$ cat config.mk
export PLATFORM = sky130hd
export DESIGN_NAME = int_ctrl
export DESIGN_NICKNAME = d
export VERILOG_FILES = /design/src/rtl/int_ctrl.sv
export SDC_FILE = /design/constraint.sdc
export NUM_CORES = 1
export LEC_CHECK = 0
export ABC_CLOCK_PERIOD_IN_PS = 1600
export BUFFER_PORTS_ARGS = -buffer_cell sky130_fd_sc_hd__buf_2
export CAP_MARGIN = 20
export CORE_MARGIN = 2
export CORE_UTILIZATION = 30
export CTS_CLUSTER_SIZE = 40
export DETAILED_ROUTE_END_ITERATION = 6
export HOLD_SLACK_MARGIN = 0.12
export SYNTH_ARGS = -nofsm -noshare
export SYNTH_HDL_FRONTEND = slang
export SYNTH_SLANG_ARGS = --single-unit
$ cat constraint.sdc
create_clock -name clk -period 1.6 [get_ports clk]
set_input_delay 0.08 -clock clk [delete_from_list [all_inputs] [get_ports clk]]
set_output_delay 0.08 -clock clk [all_outputs]
set_load 0.02 [all_outputs]
$ cat src/rtl/int_ctrl.sv
// int_ctrl: interrupt controller for a 6502-style core.
// Arbitrates reset, NMI and NUM_IRQ maskable channels, presents the winning
// event to the core and holds it stable while the vector is fetched.
// Build option: define INT_CTRL_VECTORED_EN to give each IRQ channel its own
// vector at VEC_BASE + 2*i; otherwise every IRQ channel shares IRQ_VECTOR.
module int_ctrl #(
    parameter int unsigned        NUM_IRQ    = 4,
    parameter logic [NUM_IRQ-1:0] EDGE_MASK  = '0,
    parameter logic [15:0]        NMI_VECTOR = 16'hfffa,
    parameter logic [15:0]        RST_VECTOR = 16'hfffc,
    parameter logic [15:0]        IRQ_VECTOR = 16'hfffe,
    parameter logic [15:0]        VEC_BASE   = 16'hffe0
) (
    input  logic               clk,
    input  logic               rst,
    input  logic               nmi,
    input  logic [NUM_IRQ-1:0] irq,
    input  logic               i_flag,
    input  logic               sync,
    input  logic               rdy,
    input  logic               handle_int,
    input  logic               mask_we,
    input  logic [NUM_IRQ-1:0] mask_wdata,
    output logic               int_req,
    output logic [1:0]         int_kind,
    output logic [15:0]        vector,
    output logic [3:0]         irq_id,
    output logic [NUM_IRQ-1:0] irq_en
);

`ifdef INT_CTRL_VECTORED_EN
    localparam logic VECTORED = 1'b1;
`else
    localparam logic VECTORED = 1'b0;
`endif

    typedef enum logic {
        IDLE,
        TAKEN
    } state_t;

    typedef enum logic [1:0] {
        KIND_NONE = 2'b00,
        KIND_RST  = 2'b01,
        KIND_NMI  = 2'b10,
        KIND_IRQ  = 2'b11
    } kind_t;

    state_t state;
    state_t state_nxt;

    logic               rst_pend;
    logic               nmi_pend;
    logic               nmi_d;
    logic [NUM_IRQ-1:0] irq_d;
    logic [NUM_IRQ-1:0] pend;
    kind_t              kind_q;

    logic               ack;
    logic               ack_rst;
    logic               ack_nmi;
    logic               ack_irq;
    logic [NUM_IRQ-1:0] ack_ch;
    logic [NUM_IRQ-1:0] irq_rise;

    logic               rst_pend_nxt;
    logic               nmi_pend_nxt;
    logic [NUM_IRQ-1:0] pend_nxt;
    logic [NUM_IRQ-1:0] en_nxt;
    logic [NUM_IRQ-1:0] elig_nxt;
    logic               req_nxt;

    logic               found;
    logic [3:0]         low_idx;
    kind_t              win_kind;
    logic [15:0]        win_vec;
    logic [3:0]         win_id;

    assign int_kind = kind_q;

    assign ack     = (state == TAKEN) && handle_int;
    assign ack_rst = ack && (kind_q == KIND_RST);
    assign ack_nmi = ack && (kind_q == KIND_NMI);
    assign ack_irq = ack && (kind_q == KIND_IRQ);

    // FSM state register
    always_ff @(posedge clk or negedge rst) begin
        if (!rst) begin
            state <= IDLE;
        end else begin
            state <= state_nxt;
        end
    end

    // FSM next state: take on a ready opcode fetch, return on acknowledge
    always_comb begin
        state_nxt = state;
        unique case (state)
            IDLE:    if (sync && rdy && int_req) state_nxt = TAKEN;
            TAKEN:   if (handle_int)             state_nxt = IDLE;
            default: state_nxt = IDLE;
        endcase
    end

    // Next-cycle pending/enable view; int_req and the winner are registered
    // from this so an input change is visible after exactly one clock.
    always_comb begin
        ack_ch = '0;
        for (int unsigned i = 0; i < NUM_IRQ; i++) begin
            ack_ch[i] = ack_irq && (irq_id == 4'(i));
        end
        irq_rise     = irq & ~irq_d;
        rst_pend_nxt = rst_pend && !ack_rst;
        nmi_pend_nxt = (nmi && !nmi_d) || (nmi_pend && !ack_nmi);
        // a new edge wins over a same-cycle acknowledge of that channel
        pend_nxt     = (EDGE_MASK & (irq_rise | (pend & ~ack_ch))) | (~EDGE_MASK & irq);
        en_nxt       = mask_we ? mask_wdata : irq_en;
        elig_nxt     = pend_nxt & en_nxt & {NUM_IRQ{!i_flag}};
        req_nxt      = rst_pend_nxt || nmi_pend_nxt || (|elig_nxt);
    end

    // Priority winner: RST, then NMI, then the lowest eligible IRQ index
    always_comb begin
        found   = 1'b0;
        low_idx = '0;
        for (int unsigned i = 0; i < NUM_IRQ; i++) begin
            if (elig_nxt[i] && !found) begin
                found   = 1'b1;
                low_idx = 4'(i);
            end
        end
        win_kind = KIND_NONE;
        win_vec  = '0;
        win_id   = '0;
        if (rst_pend_nxt) begin
            win_kind = KIND_RST;
            win_vec  = RST_VECTOR;
        end else if (nmi_pend_nxt) begin
            win_kind = KIND_NMI;
            win_vec  = NMI_VECTOR;
        end else if (found) begin
            win_kind = KIND_IRQ;
            win_vec  = VECTORED ? (VEC_BASE + {11'b0, low_idx, 1'b0}) : IRQ_VECTOR;
            win_id   = low_idx;
        end
    end

    // Pending state, edge-detect history and the enable register
    always_ff @(posedge clk or negedge rst) begin
        if (!rst) begin
            rst_pend <= 1'b1;
            nmi_pend <= 1'b0;
            nmi_d    <= 1'b0;
            irq_d    <= '0;
            pend     <= '0;
            irq_en   <= '1;
        end else begin
            rst_pend <= rst_pend_nxt;
            nmi_pend <= nmi_pend_nxt;
            nmi_d    <= nmi;
            irq_d    <= irq;
            pend     <= pend_nxt;
            irq_en   <= en_nxt;
        end
    end

    // Request and event outputs; frozen from the take until the return to IDLE
    always_ff @(posedge clk or negedge rst) begin
        if (!rst) begin
            int_req <= 1'b0;
            kind_q  <= KIND_NONE;
            vector  <= '0;
            irq_id  <= '0;
        end else begin
            int_req <= req_nxt;
            if (state_nxt == IDLE) begin
                kind_q <= win_kind;
                vector <= win_vec;
                irq_id <= win_id;
            end
        end
    end

endmodule

==> reports/metrics.yaml <==
finish:
  antenna_cells: 0
  fin_util_pct: 39.4
  drive_above_1_share_pct: 54.9
  syn2layout_area_growth_pct: 27.8
  fillers: 243
  nets: 119
  area.sequential_sq_um: 357
  instances_no_fill: 132
  multiInputGateArea_sq_um: 254
global_routing:
  grt_pass1_vias: 503
  grt-ovfl-total: 0
  grt_start_max_net_pins: 15
  grt_pass1_wl_microns: 2100
  grt_usage_pct: 10.8
  antenna_found_initial: 0
setup_path:
  cp.arrival_ps: 1660
  slowest_delay_ps: 410
  startpoint_type: "flop"
  critPathMaxFanout: 5
  cp_slowest_cell: "dfrtp_1"
  cp_cell_sequence: "nand4b_1, a22o_1, a31o_1, o41ai_2"
  required_ps: 1790
  end_kind: "flop"
  path_class: "flop to flop"
floorplan:
  std_cell_rows: 18
  start_util_pct: 30.8
  core_area_sq_um: 2410
  die_h_microns: 53.8
  die_area_sq_um: 2890
  io_pins: 43
  chipWidth_microns: 53.8
yosys:
  netlist_instances: 67
  yosysSeqAreaShare_pct: 48.0
  avgSynthCellArea_sq_um: 11.1
  synthDistinctLibCells: 23
  ys_ff_latch: 14
  ys_warn_count: 0
  netlist_area_sq_um: 743
power:
  combinationalPowerShare_pct: 37.6
  p_int_mw: 0.653
  power_frac_seq_pct: 42.7
  peakVddDrop_mv: 0.408
  p_switching_mw: 0.398
  switching_share_pct: 37.9
  p_leak_nw: 0.466
  clockPowerShare_pct: 19.8
  powerDensity_nw_per_um2: 1110
drt:
  drtIter0Drc: 6
  drt_pre_antenna_iters: 2
  routed-via-count: 557
  finalWirelength_microns: 1440
  antenna_left: 0
  via_per_inst: 4.22
  wl_per_cell_microns: 10.9
  drc: 0
sta:
  grt_setup_unrepaired: "false"
  skew_ps: 0.528
  fin_setup_tns_ps: 0
  clock.fmax_mhz: 678
  setup_viol: 0
  setup_ws_ps: 124
  maxSlewViolCount: 0
  period_minus_slack_ps: 1480
  fin_crit_sh_pct: 92.2
  finalHoldViolations: 0
  worst_hold_slack_ps: 148
min_path:
  hp-class: "primary input to flop"
clocking:
  ctsRootBufferMaster: "clkbuf_4"
  clock_latency_ps: 280
  cts_buffer_depth: 2
  htreeDepth: 1
  path_clk_slew_ps: 80
  clock-sinks: 14
  cts_resized: 0
  cts_tree: "done"
  cts_made_buffers: 3
place:
  io_buffers: 39
  gp_congestion: 0.731
  dp_cells: 122
  dp_hpwl_microns: 1110
  post-place-ws_ps: 111
job:
  max_cap_viol_count: 0
outcome:
  outcome: "completed"
[power groups by stage]
stage | clock network [mW] | logic (mW) | registers [mW]
3_3_place_gp | 0 | 0.387 | 0.453
4_1_cts | 0.214 | 0.399 | 0.449
2_1_floorplan | 0 | 0.290 | 0.503
6_report | 0.208 | 0.395 | 0.448
3_5_place_dp | 0 | 0.388 | 0.455
5_1_grt | 0.237 | 0.431 | 0.458
[what timing repair did]
item / 4_1_cts / 5_1_grt
buffers inserted: 0 / 0
hold endpoints to repair: 20 / 0
hold buffers: 6 / 0
[synthesized netlist by cell type]
master | number | area, sq um
buf_4 | 17 | 128
a22o_1 | 1 | 8.76
dfstp_2 | 5 | 131
mux2_2 | 3 | 33.8
and4b_1 | 1 | 10.0
a21oi_1 | 2 | 10.0
and3_1 | 1 | 6.26
nor2_1 | 2 | 7.51
o41ai_2 | 2 | 32.5
dfrtp_1 | 9 | 225
clkinv_2 | 1 | 5.00
nand3_2 | 1 | 10.0
nand4b_1 | 2 | 17.5
mux2_4 | 1 | 15.0
inv_1 | 2 | 7.51
nand2_1 | 6 | 22.5
nor2b_1 | 3 | 18.8
o31ai_1 | 1 | 7.51
a32oi_1 | 1 | 8.76
conb_1 | 1 | 3.75
nand3_1 | 3 | 15.0
mux2i_1 | 1 | 10.0
a31o_1 | 1 | 8.76
[logic make-up (layout without fill, tap and decap cells)]
kind of cell	Yosys count	in the layout	share of synthesized area, %
AOI/OAI and AO/OA	8	8	10.3
muxes	5	5	7.91
other	1	3	0.505
DFF	14	14	48.0
and+or+nand+nor	19	19	14.5
buffers and inverters	20	53	18.9
[sequential cells by signal (all words and copies together) (netlist names)]
| signal | count |
|---|---|
| int_kind | 1 |
| int_req | 1 |
| irq_id | 2 |
| nmi_d | 1 |
| rst_pend | 1 |
| vector | 2 |
| irq_en | 4 |
| nmi_pend | 1 |
| state | 1 |
[cells in the final DEF, fill, tap and decap left out]
| cell | count |
|---|---|
| mux2i_1 | 1 |
| nand2_1 | 6 |
| nor2_1 | 2 |
| buf_2 | 39 |
| nand4b_1 | 2 |
| dfrtp_1 | 9 |
| mux2_2 | 3 |
| clkinv_2 | 1 |
| a22o_1 | 1 |
| nand3_1 | 3 |
| buf_4 | 1 |
| a21oi_1 | 2 |
| nor2b_1 | 3 |
| conb_1 | 3 |
| mux2_4 | 1 |
| o31ai_1 | 1 |
| clkbuf_4 | 3 |
| clkbuf_1 | 1 |
| inv_1 | 2 |
| dfstp_2 | 5 |
| o41ai_2 | 2 |
| and4b_1 | 1 |
| a32oi_1 | 1 |
| nand3_2 | 1 |
| a31o_1 | 1 |
| dlygate4sd3_1 | 6 |
| and3_1 | 1 |
[through the flow]
stage	total power, mW	area (sq um)
2_1_floorplan	0.793	751
3_3_place_gp	0.841	863
5_1_grt	1.13	950
3_5_place_dp	0.843	863
6_report	1.05	950
4_1_cts	1.06	950
[worst paths after layout]
check | from | endpoint | slack, ps | cells past startpoint
max | int_kind[0] | irq_id[0] | 120 | 4
min | mask_we | irq_en[3] | 150 | 2
max reg2reg | int_kind[0] | irq_id[0] | 120 | 4
min reg2reg | irq_id[1] | irq_id[1] | 490 | 2
max in group asynchronous | rst | irq_en[1] | 1110 | 2
min in group asynchronous | rst | nmi_d | 210 | 2
[critical path: cells and delay by family, from the launching register on]
kind,cells,cell delay (ps)
compound gates,3,780
flops,1,410
simple gates,1,180
[metal layers]
metal	GRT usage [%]	routed length, microns	up-vias
met5	0	0	-
met4	10.3	53	0
met3	0.833	68	5
met2	18.3	729	17
met1	11.7	587	254
li1	-	-	281
[final cells by class]
| class | instances | area share [%] |
|---|---|---|
| clock buffer | 4 | 2.77 |
| timing repair buffer | 46 | 27.7 |
| inverter | 3 | 1.32 |
| tap | 30 | 3.95 |
| multi-input combinational | 35 | 26.7 |
| sequential | 14 | 37.5 |
Power figures use the tool's default switching activity.
